## config.mk

```make
export PLATFORM = sky130hd
export DESIGN_NAME = mouse_redraw_ctrl
export DESIGN_NICKNAME = d
export VERILOG_FILES = /design/src/rtl/mouse_redraw_ctrl.sv
export SDC_FILE = /design/constraint.sdc
export NUM_CORES = 1
export LEC_CHECK = 0
export ABC_CLOCK_PERIOD_IN_PS = 2900
export BUFFER_PORTS_ARGS = -buffer_cell sky130_fd_sc_hd__buf_2
export CAP_MARGIN = 10
export CORE_ASPECT_RATIO = 1.25
export CORE_UTILIZATION = 50
export DETAILED_ROUTE_END_ITERATION = 8
export PLACE_DENSITY = 0.73
export SLEW_MARGIN = 0
export SYNTH_ARGS = -nofsm -noshare
export SYNTH_HDL_FRONTEND = slang
export SYNTH_SLANG_ARGS = --single-unit
```

## constraint.sdc

```tcl
create_clock -name clk -period 2.9 [get_ports clk]
set_clock_uncertainty 0.1 [all_clocks]
set_input_delay 0.725 -clock clk [delete_from_list [all_inputs] [get_ports clk]]
set_output_delay 0.725 -clock clk [all_outputs]
set_load 0.05 [all_outputs]
```

## src/rtl/mouse_redraw_ctrl.sv

```systemverilog
// mouse_redraw_ctrl: sequences a full-screen erase followed by a cursor draw on every
// mouse-move event.
//
// Ports:
//   clk, resetn         clock, asynchronous active-low reset
//   move                single-cycle pulse, mouse position changed
//   mouse_x, mouse_y    current cursor position (sampled when a redraw starts)
//   scan_x, scan_y      coordinates from the erase scanner
//   delete_signal       run request to the erase scanner (high for one full frame)
//   plot, draw_x/y      VGA write enable and pixel coordinates
//   colour_sel          0 = background RAM q, 1 = cursor colour
//   busy                high whenever a redraw is in progress
//   done                single-cycle pulse when a redraw completes
module mouse_redraw_ctrl #(
  parameter int unsigned SCR_W = 160,
  parameter int unsigned SCR_H = 120,
  parameter int unsigned CUR_W = 4,
  parameter int unsigned CUR_H = 4
) (
  input  logic       clk,
  input  logic       resetn,
  input  logic       move,
  input  logic [7:0] mouse_x,
  input  logic [6:0] mouse_y,
  input  logic [7:0] scan_x,
  input  logic [6:0] scan_y,
  output logic       delete_signal,
  output logic       plot,
  output logic [7:0] draw_x,
  output logic [6:0] draw_y,
  output logic       colour_sel,
  output logic       busy,
  output logic       done
);

  localparam logic [7:0] XLast   = 8'(SCR_W - 1);
  localparam logic [6:0] YLast   = 7'(SCR_H - 1);
  localparam logic [8:0] XLimit  = 9'(SCR_W - 1);
  localparam logic [7:0] YLimit  = 8'(SCR_H - 1);
  localparam logic [3:0] CxLast  = 4'(CUR_W - 1);
  localparam logic [3:0] CyLast  = 4'(CUR_H - 1);

  typedef enum logic [2:0] {StIdle, StErase, StFlush, StDraw, StFinish} state_e;

  state_e     state_q, state_d;
  logic       pending_q, pending_d;
  logic [7:0] px_q, px_d;
  logic [6:0] py_q, py_d;
  logic [3:0] cx_q, cx_d;
  logic [3:0] cy_q, cy_d;

  // One-cycle delayed copy of the erase request and scanner coordinates, lining the
  // plot up with the background RAM read that the scanner coordinates address.
  logic       del_q;
  logic [7:0] sx_q;
  logic [6:0] sy_q;

  // Cursor pixel position at full width so edge clipping sees the carry.
  logic [8:0] sum_x;
  logic [7:0] sum_y;

  assign sum_x = {1'b0, px_q} + {5'b0, cx_q};
  assign sum_y = {1'b0, py_q} + {4'b0, cy_q};

  always_ff @(posedge clk or negedge resetn) begin
    if (!resetn) begin
      state_q   <= StIdle;
      pending_q <= 1'b0;
      px_q      <= '0;
      py_q      <= '0;
      cx_q      <= '0;
      cy_q      <= '0;
      del_q     <= 1'b0;
      sx_q      <= '0;
      sy_q      <= '0;
    end else begin
      state_q   <= state_d;
      pending_q <= pending_d;
      px_q      <= px_d;
      py_q      <= py_d;
      cx_q      <= cx_d;
      cy_q      <= cy_d;
      del_q     <= delete_signal;
      sx_q      <= scan_x;
      sy_q      <= scan_y;
    end
  end

  always_comb begin
    state_d       = state_q;
    pending_d     = pending_q;
    px_d          = px_q;
    py_d          = py_q;
    cx_d          = cx_q;
    cy_d          = cy_q;
    delete_signal = 1'b0;
    plot          = 1'b0;
    draw_x        = '0;
    draw_y        = '0;
    colour_sel    = 1'b0;
    done          = 1'b0;
    busy          = (state_q != StIdle);

    // Moves arriving mid-redraw collapse into a single follow-up redraw.
    if (state_q != StIdle && move) pending_d = 1'b1;

    unique case (state_q)
      StIdle: begin
        if (move || pending_q) begin
          px_d      = mouse_x;
          py_d      = mouse_y;
          pending_d = 1'b0;
          state_d   = StErase;
        end
      end
      StErase: begin
        delete_signal = 1'b1;
        plot          = del_q;
        draw_x        = sx_q;
        draw_y        = sy_q;
        if (scan_x == XLast && scan_y == YLast) state_d = StFlush;
      end
      StFlush: begin
        // Last delayed erase pixel drains here.
        plot    = del_q;
        draw_x  = sx_q;
        draw_y  = sy_q;
        cx_d    = '0;
        cy_d    = '0;
        state_d = StDraw;
      end
      StDraw: begin
        colour_sel = 1'b1;
        draw_x     = sum_x[7:0];
        draw_y     = sum_y[6:0];
        // Off-screen pixels still take their cycle so draw length is fixed.
        plot       = (sum_x <= XLimit) && (sum_y <= YLimit);
        if (cx_q == CxLast) begin
          cx_d = '0;
          if (cy_q == CyLast) begin
            state_d = StFinish;
          end else begin
            cy_d = cy_q + 4'd1;
          end
        end else begin
          cx_d = cx_q + 4'd1;
        end
      end
      StFinish: begin
        done    = 1'b1;
        state_d = StIdle;
      end
      default: state_d = StIdle;
    endcase
  end

endmodule

```

==> run metrics <==
Yosys reg bits=43; WS Path Type=reg -> out; met1 usage in global routing=31.9%; starting density of the core=53.7%; worst hold endpoint=pending_q$_DFF_PN0_; failing checks=negative setup slack; GR peak layer=met2; final hold slack=0.423 ns; initial antenna violation count=0; synthesized instance count=205; GR Util met2=37.8%; gr usage total=24.2%; Placer Congestion=0.883; Arrival @ worst endpoint=2.25 ns; Multi-input gate area=1280 µm²; top cell type's share of synthesized area=47.7%; max-slew violations=0; Synth Area in Simple Gates=15.9%; Iter 0 DRT Violations=126; Die Y=77.1 µm; hold path startpoint=pending_q$_DFF_PN0_; Tmin final=3.07 ns; Final WS setup=-0.174 ns; TritonCTS buffer count=5; M3 GR Usage=5.56%; compound-gate portion of the synthesized area=15.0%; clk_lat worst skew=0.29 ns; reg2reg end=cy_q[3]$_DFFE_PN0P_; Placed Instances=322; critical path required time=2.08 ns; Yosys top cell by area=dfrtp_1; antenna cell count=0; status=complete, but fails checks; WL/cell=16.4 µm; die area=4780 µm²; reg2reg path depth=8; Post-synth top cells=43 x dfrtp_1, 16 x nand2_1, 16 x o21ai_0; IO Port Bufs=52; Final Setup Violations=5; Tcrit/Tclk final=106%; placed wire-length estimate=3730 µm; DR pass1 iterations=4; RSZ-0062 raised after global routing=yes; Worst Max-Slew Pin Slew=0.927 ns; MaxCap Viol Count=0; share of cells above drive strength 1=43.7%; aggregate global routing overflow=0; hold depth=1; count leader, synth=dfrtp_1; EDFF count, synth=0; synthesized net count=250; Via Count=1874; global-route wire length before repair=8420 µm; mux cell area share after synthesis=6.99%; maximum clock frequency=325 MHz; setup TNS=-0.383 ns; worst r2r src=cx_q[1]$_DFFE_PN0P_; vias in the first global route=1857; Synth Flop Type=dfrtp_1; crit-path max FO=3; Netlist cell types=48; utilization after layout=72.8%; via density per instance=5.59; pin count of the biggest net entering global routing=44; CP Capture Type=output pin; top cells by area, synth=dfrtp_1 48%, mux2_2 7.0%, ha_1 5.5%; CTS Sinks=43; antenna viol nets, final=0; Cell Area, Synth=2250 µm²; Die W=62.1 µm; synthesized area per cell=11.0 µm²; largest family of logic cells by synthesized area=simple AND/OR/NAND/NOR gates; area grow syn2layout=35.6%; core box area=4200 µm²; CTS Hold Buffers Added=0; Worst-path clk slew=0.08 ns; Synth warnings=0; Routed WL=5490 µm; startpoint types=flop; clk root buf=clkbuf_8; Residual DRC=0; CTS H-tree lvls=2; number of fill cells=294; final hold vios=0; post-synthesis sequential area ratio=47.7%; Sequential Area=1080 µm²; clk buf depth=2; I/O Pins=53; worst hold path type=reg -> reg; Post-Synth Adder-Cell Area=7.33%; Async SR Flop Fraction=100%; row count=26; Max-slew headroom=38.2%; Finished Layout Cells=335; Synth Area in XOR/XNOR=4.27%; TritonCTS clock tree=built; register-to-register setup slack=0.79 ns; Layout Nets=323
layout by cell type (no fill, tap or decap), types with 6 or more instances in the layout:
cell type	netlist	routed
buf_4	0	19
buf_2	2	44
mux2_2	14	14
buf_6	2	8
nor2_1	10	10
nand3_1	7	6
dfrtp_1	43	43
a22o_1	9	9
nand2_1	16	15
o21ai_1	0	6
o21ai_0	16	8
what timing repair did:
| item | in CTS | in global routing |
|---|---|---|
| pin swaps | 8 | 11 |
| setup buffers | 4 | 1 |
| resized for setup | 30 | 16 |
| endpoints found under the setup margin | 7 | 8 |
| endpoints found under the hold margin | 0 | 0 |
sequential cells by signal, summed over array words and instances (netlist names):
signal,count
px_q,8
sx_q,8
py_q,7
sy_q,7
cx_q,4
cy_q,4
state_q,3
del_q,1
pending_q,1
routing by layer:
metal,part of all wire (%),wire length [µm],up-vias
li1,-,-,889
met4,2.0,108,0
met3,3.9,214,10
met1,43,2350,913
met5,0,0,-
met2,51,2820,62
critical path: stages (launching register included):
cell,delay (ns)
dfrtp_1,0.44
ha_4,0.31
a211oi_4,0.06
or4_1,0.47
nand4_1,0.15
o211ai_1,0.12
a41o_1,0.27
buf_6,0.15
logic make-up (layout without fill, tap and decap cells):
| family | Yosys count | after routing |
|---|---|---|
| AND/OR/NAND/NOR | 64 | 64 |
| AO/OA/AOI/OAI | 49 | 49 |
| flip-flops | 43 | 43 |
| multiplexers | 14 | 14 |
| adder cells (fa/ha/maj) | 12 | 12 |
| buffers and inverters | 12 | 86 |
| XOR/XNOR | 11 | 11 |
cell type report:
type / count / share of cell area (%)
clock inverters: 3 / 2.21
flip-flops and latches: 43 / 35.2
repair buffers: 72 / 15.3
inverters: 6 / 0.737
clock buffers: 5 / 2.25
multi-input cells: 150 / 42.0
well taps: 56 / 2.29
worst max-delay path by stage:
stage | to | slack (ns) | from | cells after the start
after CTS | plot | -0.13 | cx_q[1]$_DFFE_PN0P_ | 7
after detailed placement | plot | 0.01 | py_q[0]$_DFFE_PN0P_ | 9
final | plot | -0.17 | px_q[1]$_DFFE_PN0P_ | 7
after global routing | plot | -0.25 | cy_q[0]$_DFFE_PN0P_ | 9
after floorplan | draw_x[6] | -0.18 | cx_q[0]$_DFFE_PN0P_ | 7
after global placement | plot | 0.05 | py_q[0]$_DFFE_PN0P_ | 9
stage by stage:
stage | instance area (µm²) | setup WS [ns]
after floorplan | 2260 | -0.182
after global placement | 2660 | 0.0488
after detailed placement | 2660 | 0.0127
after CTS | 2970 | -0.135
after global routing | 3060 | -0.255
final | 3060 | -0.174
Power is not shown: default switching activity piles up to over one toggle a cycle in this logic, so the estimate is an artifact.
